### src/rtl/dbg_bridge_mux_if.sv
// Host and target debug pin bundle for dbg_bridge_mux.
// The bridge uses the master modport; the host and target models use the slave modport.
interface dbg_bridge_mux_if #(
  parameter int NUM_TGT = 2
) ();
  logic               host_p0;
  logic               host_p1;
  logic               host_p2;
  logic               host_p3;
  logic [NUM_TGT-1:0] tgt_tck;
  logic [NUM_TGT-1:0] tgt_tdi;
  logic [NUM_TGT-1:0] tgt_tms;
  logic [NUM_TGT-1:0] tgt_tdo;
  logic [NUM_TGT-1:0] tgt_urx;
  logic [NUM_TGT-1:0] tgt_utx;

  modport master (
    input  host_p0, host_p1, host_p2, tgt_tdo, tgt_utx,
    output host_p3, tgt_tck, tgt_tdi, tgt_tms, tgt_urx
  );

  modport slave (
    output host_p0, host_p1, host_p2, tgt_tdo, tgt_utx,
    input  host_p3, tgt_tck, tgt_tdi, tgt_tms, tgt_urx
  );
endinterface

### src/rtl/dbg_bridge_mux.sv
// Routes one shared JTAG/UART host debug port to one of NUM_TGT targets.
// Mode comes from a debounced jumper; target switches wait for an idle host link.
module dbg_bridge_mux #(
  parameter int NUM_TGT     = 2,
  parameter int SEL_W       = 3,
  parameter int DEB_CYCLES  = 65536,
  parameter int IDLE_CYCLES = 256,
  parameter int STRETCH_W   = 20,
  parameter int PWM_BITS    = 4,
  parameter int PWM_DUTY    = 2
) (
  input  logic             clk,
  input  logic             rst_n,
  dbg_bridge_mux_if.master bus,
  input  logic [SEL_W-1:0] tgt_sel,
  output logic             jmp_drive,
  input  logic             jmp_sense,
  output logic             mode,
  output logic [SEL_W-1:0] act_sel,
  output logic             led_pwm_g,
  output logic             led_pwm_b,
  output logic             led_pwm_r
);

  localparam int DEB_W  = (DEB_CYCLES > 1) ? $clog2(DEB_CYCLES) : 1;
  localparam int IDLE_W = (IDLE_CYCLES > 1) ? $clog2(IDLE_CYCLES) : 1;
  localparam logic [SEL_W:0]    NUM_TGT_L  = (SEL_W+1)'(NUM_TGT);
  localparam logic [DEB_W-1:0]  DEB_LAST   = DEB_W'(DEB_CYCLES - 1);
  localparam logic [IDLE_W-1:0] IDLE_LAST  = IDLE_W'(IDLE_CYCLES - 1);
  localparam logic [PWM_BITS:0] PWM_DUTY_L = (PWM_BITS+1)'(PWM_DUTY);

  typedef enum logic [1:0] {
    ST_RUN    = 2'd0,
    ST_DRAIN  = 2'd1,
    ST_SWITCH = 2'd2
  } sel_state_t;

  logic                 p0_s1_r, p0_s2_r, p0_s3_r;
  logic                 jmp_s1_r, jmp_s2_r;
  logic [SEL_W-1:0]     sel_s1_r, sel_s2_r;
  logic                 mode_r;
  logic [DEB_W-1:0]     deb_cnt_r;
  sel_state_t           state_r, state_nx_s;
  logic [IDLE_W-1:0]    idle_cnt_r, idle_nx_s;
  logic [SEL_W-1:0]     act_sel_r, act_nx_s;
  logic                 sel_err_r;
  logic [STRETCH_W-1:0] stretch_r;
  logic [PWM_BITS-1:0]  pwm_cnt_r;
  logic                 led_g_r, led_b_r, led_r_r;
  logic                 p0_edge_s;
  logic                 sel_valid_s;
  logic                 led_on_s;
  logic                 host_p3_s;
  logic [NUM_TGT-1:0]   tck_s, tdi_s, tms_s, urx_s;

  assign p0_edge_s   = p0_s2_r ^ p0_s3_r;
  assign sel_valid_s = ({1'b0, sel_s2_r} < NUM_TGT_L);
  assign led_on_s    = ({1'b0, pwm_cnt_r} < PWM_DUTY_L);

  // Two-flop synchronisers plus one extra host_p0 stage for edge detection.
  always_ff @(posedge clk) begin
    if (!rst_n) begin
      p0_s1_r  <= 1'b0;
      p0_s2_r  <= 1'b0;
      p0_s3_r  <= 1'b0;
      jmp_s1_r <= 1'b1;
      jmp_s2_r <= 1'b1;
      sel_s1_r <= '0;
      sel_s2_r <= '0;
    end else begin
      p0_s1_r  <= bus.host_p0;
      p0_s2_r  <= p0_s1_r;
      p0_s3_r  <= p0_s2_r;
      jmp_s1_r <= jmp_sense;
      jmp_s2_r <= jmp_s1_r;
      sel_s1_r <= tgt_sel;
      sel_s2_r <= sel_s1_r;
    end
  end

  // Jumper debounce: sense low means UART, so agreement is sense == ~mode.
  always_ff @(posedge clk) begin
    if (!rst_n) begin
      mode_r    <= 1'b0;
      deb_cnt_r <= '0;
    end else if (jmp_s2_r == ~mode_r) begin
      mode_r    <= mode_r;
      deb_cnt_r <= '0;
    end else if (deb_cnt_r == DEB_LAST) begin
      mode_r    <= ~mode_r;
      deb_cnt_r <= '0;
    end else begin
      mode_r    <= mode_r;
      deb_cnt_r <= deb_cnt_r + DEB_W'(1);
    end
  end

  // Select FSM next state: a change is only applied after the host link has been quiet.
  always_comb begin
    state_nx_s = state_r;
    idle_nx_s  = idle_cnt_r;
    act_nx_s   = act_sel_r;
    case (state_r)
      ST_RUN: begin
        if (sel_valid_s && (sel_s2_r != act_sel_r)) begin
          state_nx_s = ST_DRAIN;
          idle_nx_s  = '0;
        end else begin
          state_nx_s = ST_RUN;
        end
      end
      ST_DRAIN: begin
        if (!sel_valid_s || (sel_s2_r == act_sel_r)) begin
          state_nx_s = ST_RUN;
        end else if (p0_edge_s) begin
          idle_nx_s = '0;
        end else if (idle_cnt_r == IDLE_LAST) begin
          state_nx_s = ST_SWITCH;
        end else begin
          idle_nx_s = idle_cnt_r + IDLE_W'(1);
        end
      end
      ST_SWITCH: begin
        state_nx_s = ST_RUN;
        if (sel_valid_s) begin
          act_nx_s = sel_s2_r;
        end else begin
          act_nx_s = act_sel_r;
        end
      end
      default: begin
        state_nx_s = ST_RUN;
      end
    endcase
  end

  // Select FSM state, idle counter, applied target and error flag.
  always_ff @(posedge clk) begin
    if (!rst_n) begin
      state_r    <= ST_RUN;
      idle_cnt_r <= '0;
      act_sel_r  <= '0;
      sel_err_r  <= 1'b0;
    end else begin
      state_r    <= state_nx_s;
      idle_cnt_r <= idle_nx_s;
      act_sel_r  <= act_nx_s;
      sel_err_r  <= ~sel_valid_s;
    end
  end

  // Activity stretcher, free-running PWM phase and registered LED drives.
  always_ff @(posedge clk) begin
    if (!rst_n) begin
      stretch_r <= '0;
      pwm_cnt_r <= '0;
      led_g_r   <= 1'b0;
      led_b_r   <= 1'b0;
      led_r_r   <= 1'b0;
    end else begin
      if (p0_edge_s) begin
        stretch_r <= '1;
      end else if (stretch_r != '0) begin
        stretch_r <= stretch_r - STRETCH_W'(1);
      end else begin
        stretch_r <= '0;
      end
      pwm_cnt_r <= pwm_cnt_r + PWM_BITS'(1);
      led_g_r   <= led_on_s & (stretch_r != '0) & ~mode_r;
      led_b_r   <= led_on_s & (stretch_r != '0) & mode_r;
      led_r_r   <= led_on_s & ((state_r == ST_DRAIN) | sel_err_r);
    end
  end

  // Combinational pin routing: TCK is asynchronous to clk, idle level everywhere is 1.
  always_comb begin
    host_p3_s = 1'b1;
    tck_s     = '1;
    tdi_s     = '1;
    tms_s     = '1;
    urx_s     = '1;
    for (int k = 0; k < NUM_TGT; k++) begin
      if (act_sel_r == SEL_W'(k)) begin
        if (mode_r) begin
          urx_s[k]  = bus.host_p0;
          host_p3_s = bus.tgt_utx[k];
        end else begin
          tck_s[k]  = bus.host_p0;
          tdi_s[k]  = bus.host_p1;
          tms_s[k]  = bus.host_p2;
          host_p3_s = bus.tgt_tdo[k];
        end
      end else begin
        urx_s[k] = 1'b1;
      end
    end
  end

  assign bus.host_p3 = host_p3_s;
  assign bus.tgt_tck = tck_s;
  assign bus.tgt_tdi = tdi_s;
  assign bus.tgt_tms = tms_s;
  assign bus.tgt_urx = urx_s;
  assign jmp_drive   = 1'b0;
  assign mode        = mode_r;
  assign act_sel     = act_sel_r;
  assign led_pwm_g   = led_g_r;
  assign led_pwm_b   = led_b_r;
  assign led_pwm_r   = led_r_r;

endmodule
### src/flat_wrapper.sv
// flat-port wrapper written by rule: the top's interface ports become plain ports
module dbg_bridge_mux_flat 
#(
  parameter int NUM_TGT     = 2,
  parameter int SEL_W       = 3,
  parameter int DEB_CYCLES  = 65536,
  parameter int IDLE_CYCLES = 256,
  parameter int STRETCH_W   = 20,
  parameter int PWM_BITS    = 4,
  parameter int PWM_DUTY    = 2
)
  (clk, rst_n, tgt_sel, jmp_drive, jmp_sense, mode, act_sel, led_pwm_g, led_pwm_b, led_pwm_r, bus_host_p0, bus_host_p1, bus_host_p2, bus_tgt_tdo, bus_tgt_utx, bus_host_p3, bus_tgt_tck, bus_tgt_tdi, bus_tgt_tms, bus_tgt_urx);
  dbg_bridge_mux_if #(.NUM_TGT(NUM_TGT)) bus_i ();
  input  logic clk;
  input  logic rst_n;
  input  logic [SEL_W-1:0] tgt_sel;
  output logic jmp_drive;
  input  logic jmp_sense;
  output logic mode;
  output logic [SEL_W-1:0] act_sel;
  output logic led_pwm_g;
  output logic led_pwm_b;
  output logic led_pwm_r;
  input wire logic [$bits(bus_i.host_p0)-1:0] bus_host_p0;
  input wire logic [$bits(bus_i.host_p1)-1:0] bus_host_p1;
  input wire logic [$bits(bus_i.host_p2)-1:0] bus_host_p2;
  input wire logic [$bits(bus_i.tgt_tdo)-1:0] bus_tgt_tdo;
  input wire logic [$bits(bus_i.tgt_utx)-1:0] bus_tgt_utx;
  output wire logic [$bits(bus_i.host_p3)-1:0] bus_host_p3;
  output wire logic [$bits(bus_i.tgt_tck)-1:0] bus_tgt_tck;
  output wire logic [$bits(bus_i.tgt_tdi)-1:0] bus_tgt_tdi;
  output wire logic [$bits(bus_i.tgt_tms)-1:0] bus_tgt_tms;
  output wire logic [$bits(bus_i.tgt_urx)-1:0] bus_tgt_urx;
  assign bus_i.host_p0 = bus_host_p0;
  assign bus_i.host_p1 = bus_host_p1;
  assign bus_i.host_p2 = bus_host_p2;
  assign bus_i.tgt_tdo = bus_tgt_tdo;
  assign bus_i.tgt_utx = bus_tgt_utx;
  assign bus_host_p3 = bus_i.host_p3;
  assign bus_tgt_tck = bus_i.tgt_tck;
  assign bus_tgt_tdi = bus_i.tgt_tdi;
  assign bus_tgt_tms = bus_i.tgt_tms;
  assign bus_tgt_urx = bus_i.tgt_urx;
  dbg_bridge_mux #(.NUM_TGT(NUM_TGT), .SEL_W(SEL_W), .DEB_CYCLES(DEB_CYCLES), .IDLE_CYCLES(IDLE_CYCLES), .STRETCH_W(STRETCH_W), .PWM_BITS(PWM_BITS), .PWM_DUTY(PWM_DUTY)) u_core (.clk(clk), .rst_n(rst_n), .bus(bus_i), .tgt_sel(tgt_sel), .jmp_drive(jmp_drive), .jmp_sense(jmp_sense), .mode(mode), .act_sel(act_sel), .led_pwm_g(led_pwm_g), .led_pwm_b(led_pwm_b), .led_pwm_r(led_pwm_r));
endmodule
### config.mk
export PLATFORM = sky130hd
export DESIGN_NAME = dbg_bridge_mux_flat
export DESIGN_NICKNAME = d
export VERILOG_FILES = /design/src/rtl/dbg_bridge_mux_if.sv /design/src/rtl/dbg_bridge_mux.sv /design/src/flat_wrapper.sv
export SDC_FILE = /design/constraint.sdc
export NUM_CORES = 1
export LEC_CHECK = 0
export CORE_MARGIN = 2
export CORE_UTILIZATION = 23
export CTS_BUF_LIST = sky130_fd_sc_hd__clkbuf_4
export DETAILED_ROUTE_END_ITERATION = 10
export PLACE_DENSITY = 0.35
export SLEW_MARGIN = 5
export SYNTH_ARGS = -nofsm -noshare
export SYNTH_HDL_FRONTEND = slang
export SYNTH_SLANG_ARGS = --single-unit
### constraint.sdc
create_clock -name clk -period 1.78 [get_ports clk]
set_input_delay 0.267 -clock clk [delete_from_list [all_inputs] [get_ports clk]]
set_output_delay 0.267 -clock clk [all_outputs]
set_load 0.01 [all_outputs]
==> run summary <==
The flow ran to the end, and the final reports show no timing, DRC or antenna violations. The number of hold buffers added after cts is 0. The worst-skew pair later-pin latency is 0.44 ns. The effective utilization at floorplan is 0.233. The H-tree depth is 3. The number of buffers and inverters on the critical path is 1. The count of mapped cells out of synthesis came out at 336. The largest vdd supply drop came out at 0.234 mV. Max-cap violations in this run came to 0. Yosys instantiated no cell more often than sky130_fd_sc_hd__dfxtp_1. The most used flip-flop cell after synthesis is sky130_fd_sc_hd__dfxtp_1.

The sum of routed wire length over all layers is 7.13 mm. The vias after detailed routing is 2541. The number of filler cells placed in the layout is 1433. The die height came out at 119 um. The number of distinct library cells after synthesis is 50.

The number of clock buffers added by TritonCTS is 9. The highest net fanout along the worst path came out at 3. The total number of placement rows came out at 42.

The data arrival time of the critical path came out at 1.51 ns. The shortest period the worst path allows came out at 1.78 ns. The cell family contributing the most delay on the critical path is simple AND/OR/NAND/NOR gates. The number of warnings printed during yosys synthesis is 0. The synthesized net count came out at 354. The remaining global-route overflow is 0. In this run the worst hold path is classified as primary input to flop. The endpoint of the worst register-to-register path is u_core.stretch_r[3]. Dividing the detail-routed via count by the number of cells gives 4.32. In the final layout, the share of cells above drive strength 1 is 0.224. The total number of nets in the final design came out at 424. The post-synthesis register bit count came out at 69. Counting flops with a built-in enable in the synthesized netlist gives 0. The first detailed-routing pass ran for 4 iterations. Summing every instance area after synthesis gives 3050 sq um. The cell depth of the worst flop-to-flop path is 6.

Setup repair after global routing could not meet its margin everywhere. The launch instance of the worst min-delay path is tgt_sel[0]. The clock input transition at the sequential cells of the worst setup and hold paths came out at 0.12 ns. The highest layer touched by signal routing is met4.

The count of final setup violators came out at 0. For this block, wires on met1 add up to 3.53 mm. The worst setup path is launched from a flop. The fraction of synthesized cell area taken by the top area cell type is 0.453. The final routed DRC violation total came out at 0. The sequential cell area fraction in the yosys report is 0.453. The post-placement cell count is 564. The largest total area in the synthesized netlist belongs to sky130_fd_sc_hd__dfxtp_1. The met2 routed wirelength is 3.07 mm. The floorplan step set the die width to 119 um.

The total power density per cell area is 850 nW/um^2. In this run the remaining antenna-violating nets after routing total 0. CTS placed an instance of sky130_fd_sc_hd__clkbuf_4 at the clock tree root. The filler-free cell count of the finished design is 588. The number of global-route vias before repair came out at 2523. In this run the tool buffered the top-level ports with 28 buffer cells.

For this block, the initial DRC count from the detailed router was 108. The register-to-register setup slack is 0.09 ns. The synthesized area per cell is 9.07 sq um. Sorting the synthesized cells by area gives the leading types as sky130_fd_sc_hd__dfxtp_1, sky130_fd_sc_hd__xor2_1, sky130_fd_sc_hd__nor2_1. The I/O pin total is 30. The first global-routing pass estimated 12.2 mm of wire. For this run, the share of the core covered by cells in the final layout is 0.304. At the end of routability-driven placement, the weighted congestion stood at 0.706. Among all stages on the critical path, the largest delay is contributed by sky130_fd_sc_hd__or3_4.

The setup clock skew after layout is 0.0135 ns. The growth of design area from synthesis to finish is 30.6%. The critical path endpoint category is an output pin.

The post-route worst setup slack is 0.000936 ns. The worst hold path was traced through 2 stages. The biggest cell delay along the critical path came out at 0.39 ns. Sorting the synthesized cells by how often they occur yields sky130_fd_sc_hd__dfxtp_1, sky130_fd_sc_hd__nor2_1, sky130_fd_sc_hd__nand2_1, sky130_fd_sc_hd__nand3_1, sky130_fd_sc_hd__xor2_1. Dividing the detail-routed wire length by the instance count gives 12.1 um. The worst-case setup slack after placement came out at -0.00319 ns.

The signal on the critical path passes through or3_4, o221ai_2, o21ai_1, buf_2. The detailed-placement wirelength estimate is 4.86 mm. The final number of max-transition violations came out at 0. Across all hold checks on the routed design, the worst slack comes to 0.389 ns. The initial antenna violation count is 1.

TritonCTS built the clock tree. The proportion of register bits with asynchronous set or reset after synthesis came out at 0. Data on the critical path is required at its endpoint by 1.51 ns. For this run, the total global-route usage over all layers was measured as 0.110. The worst reg2reg path startpoint is u_core.stretch_r[17].

The peak clock frequency supported by timing is 562 MHz. The clock drives 69 sinks. The wire length on met3 is 367 um.

The worst setup path is of the flop to output pin kind. The core region is 13100 sq um. The post-route total power is 3.38 mW. The final hold violation count came to 0. The leakage power came out at 1.62 nW.

In this run the deepest clock path goes through 2 buffers. The end point of the most critical hold path is u_core.sel_s1_r[0]. The post-route clock period utilization came out at 0.999. The largest net degree at the start of global routing came out at 22.

The die covers 14200 sq um.
[cells by family (layout without fill, tap and decap cells)]
group | after synthesis | in the layout | share of synthesized area
simple gates | 160 | 160 | 0.293
flops | 69 | 69 | 0.453
compound gates | 49 | 49 | 0.105
xor+xnor | 34 | 34 | 0.100
buf+inv | 17 | 92 | 0.0238
fa+ha+maj | 5 | 5 | 0.0205
other cells | 1 | 2 | 0.00123
mux | 1 | 1 | 0.00328
[report_power, final]
group	switching (mW)	leakage (nW)	internal, mW
Sequential	0.101	0.566	1.65
Combinational	0.369	0.996	0.390
Clock	0.584	0.0610	0.286
Total	1.05	1.62	2.33
[cell usage in the layout (no fill, tap or decap), types with 11 or more instances in the layout]
cell type / netlist / final
sky130_fd_sc_hd__xor2_1: 23 / 23
sky130_fd_sc_hd__nand3_1: 23 / 23
sky130_fd_sc_hd__nor2b_1: 12 / 12
sky130_fd_sc_hd__and2_1: 15 / 15
sky130_fd_sc_hd__clkdlybuf4s50_1: 0 / 15
sky130_fd_sc_hd__buf_4: 1 / 42
sky130_fd_sc_hd__nand2_1: 30 / 28
sky130_fd_sc_hd__and3_1: 11 / 11
sky130_fd_sc_hd__nor2_1: 32 / 31
sky130_fd_sc_hd__a21oi_1: 11 / 11
sky130_fd_sc_hd__dfxtp_1: 69 / 66
[layout make-up]
class	instances	area, sq um	area share
Inverter	5	18.8	0.00471
Sequential cell	69	1390	0.349
Clock buffer	10	75.1	0.0189
Clock inverter	6	30.0	0.00754
Multi-Input combinational cell	250	1670	0.420
Timing Repair Buffer	71	577	0.145
Tap cell	176	220	0.0553
Antenna cell	1	2.50	0.000629
[state kept, by name, summed over array words and instances (netlist names), 2 cells and up]
signal,count
u_core.sel_s1_r,3
u_core.pwm_cnt_r,4
u_core.stretch_r,20
u_core.sel_s2_r,3
u_core.idle_cnt_r,8
u_core.deb_cnt_r,16
u_core.state_r,2
u_core.act_sel,3
[worst reg2reg max path, cell delays in order, from the launching register on]
cell                      delay, ns
sky130_fd_sc_hd__dfxtp_1       0.34
sky130_fd_sc_hd__or4_4         0.57
sky130_fd_sc_hd__nor4_4        0.17
sky130_fd_sc_hd__nand3_1       0.11
sky130_fd_sc_hd__buf_4         0.19
sky130_fd_sc_hd__a21oi_1       0.16
sky130_fd_sc_hd__nor2b_1       0.06
[stage by stage]
step / TNS [ns] / instance area [sq um]
floorplan: 0 / 3050
global placement: 0 / 3780
detailed placement: -0.00319 / 3780
CTS: -0.0743 / 3890
global route: -0.537 / 3980
finish: 0 / 3980
[layer usage]
metal / up-vias / global-route usage
li1: 1307 / -
met1: 1163 / 0.143
met2: 60 / 0.160
met3: 11 / 0.0402
met4: 0 / 0.0573
met5: - / 0
[worst max-delay path by stage]
stage / from / endpoint / slack (ns) / depth (start not counted)
after floorplan: u_core.stretch_r[16] / u_core.stretch_r[0] / 0.19 / 6
after global placement: bus_tgt_utx[1] / bus_host_p3 / 0.01 / 4
after detailed placement: bus_tgt_utx[1] / bus_host_p3 / -0.003 / 4
after CTS: u_core.act_sel[1] / bus_host_p3 / -0.07 / 4
after global routing: u_core.act_sel[1] / bus_host_p3 / -0.11 / 4
final: u_core.act_sel[0] / bus_host_p3 / 0.0009 / 4
[what timing repair did]
item                       CTS  global route
setup endpoints to repair   11            32
gates resized for setup     46            14
pin swaps                    2             6
setup buffers                3             4
No activity file was read; power rests on OpenSTA's default activity.
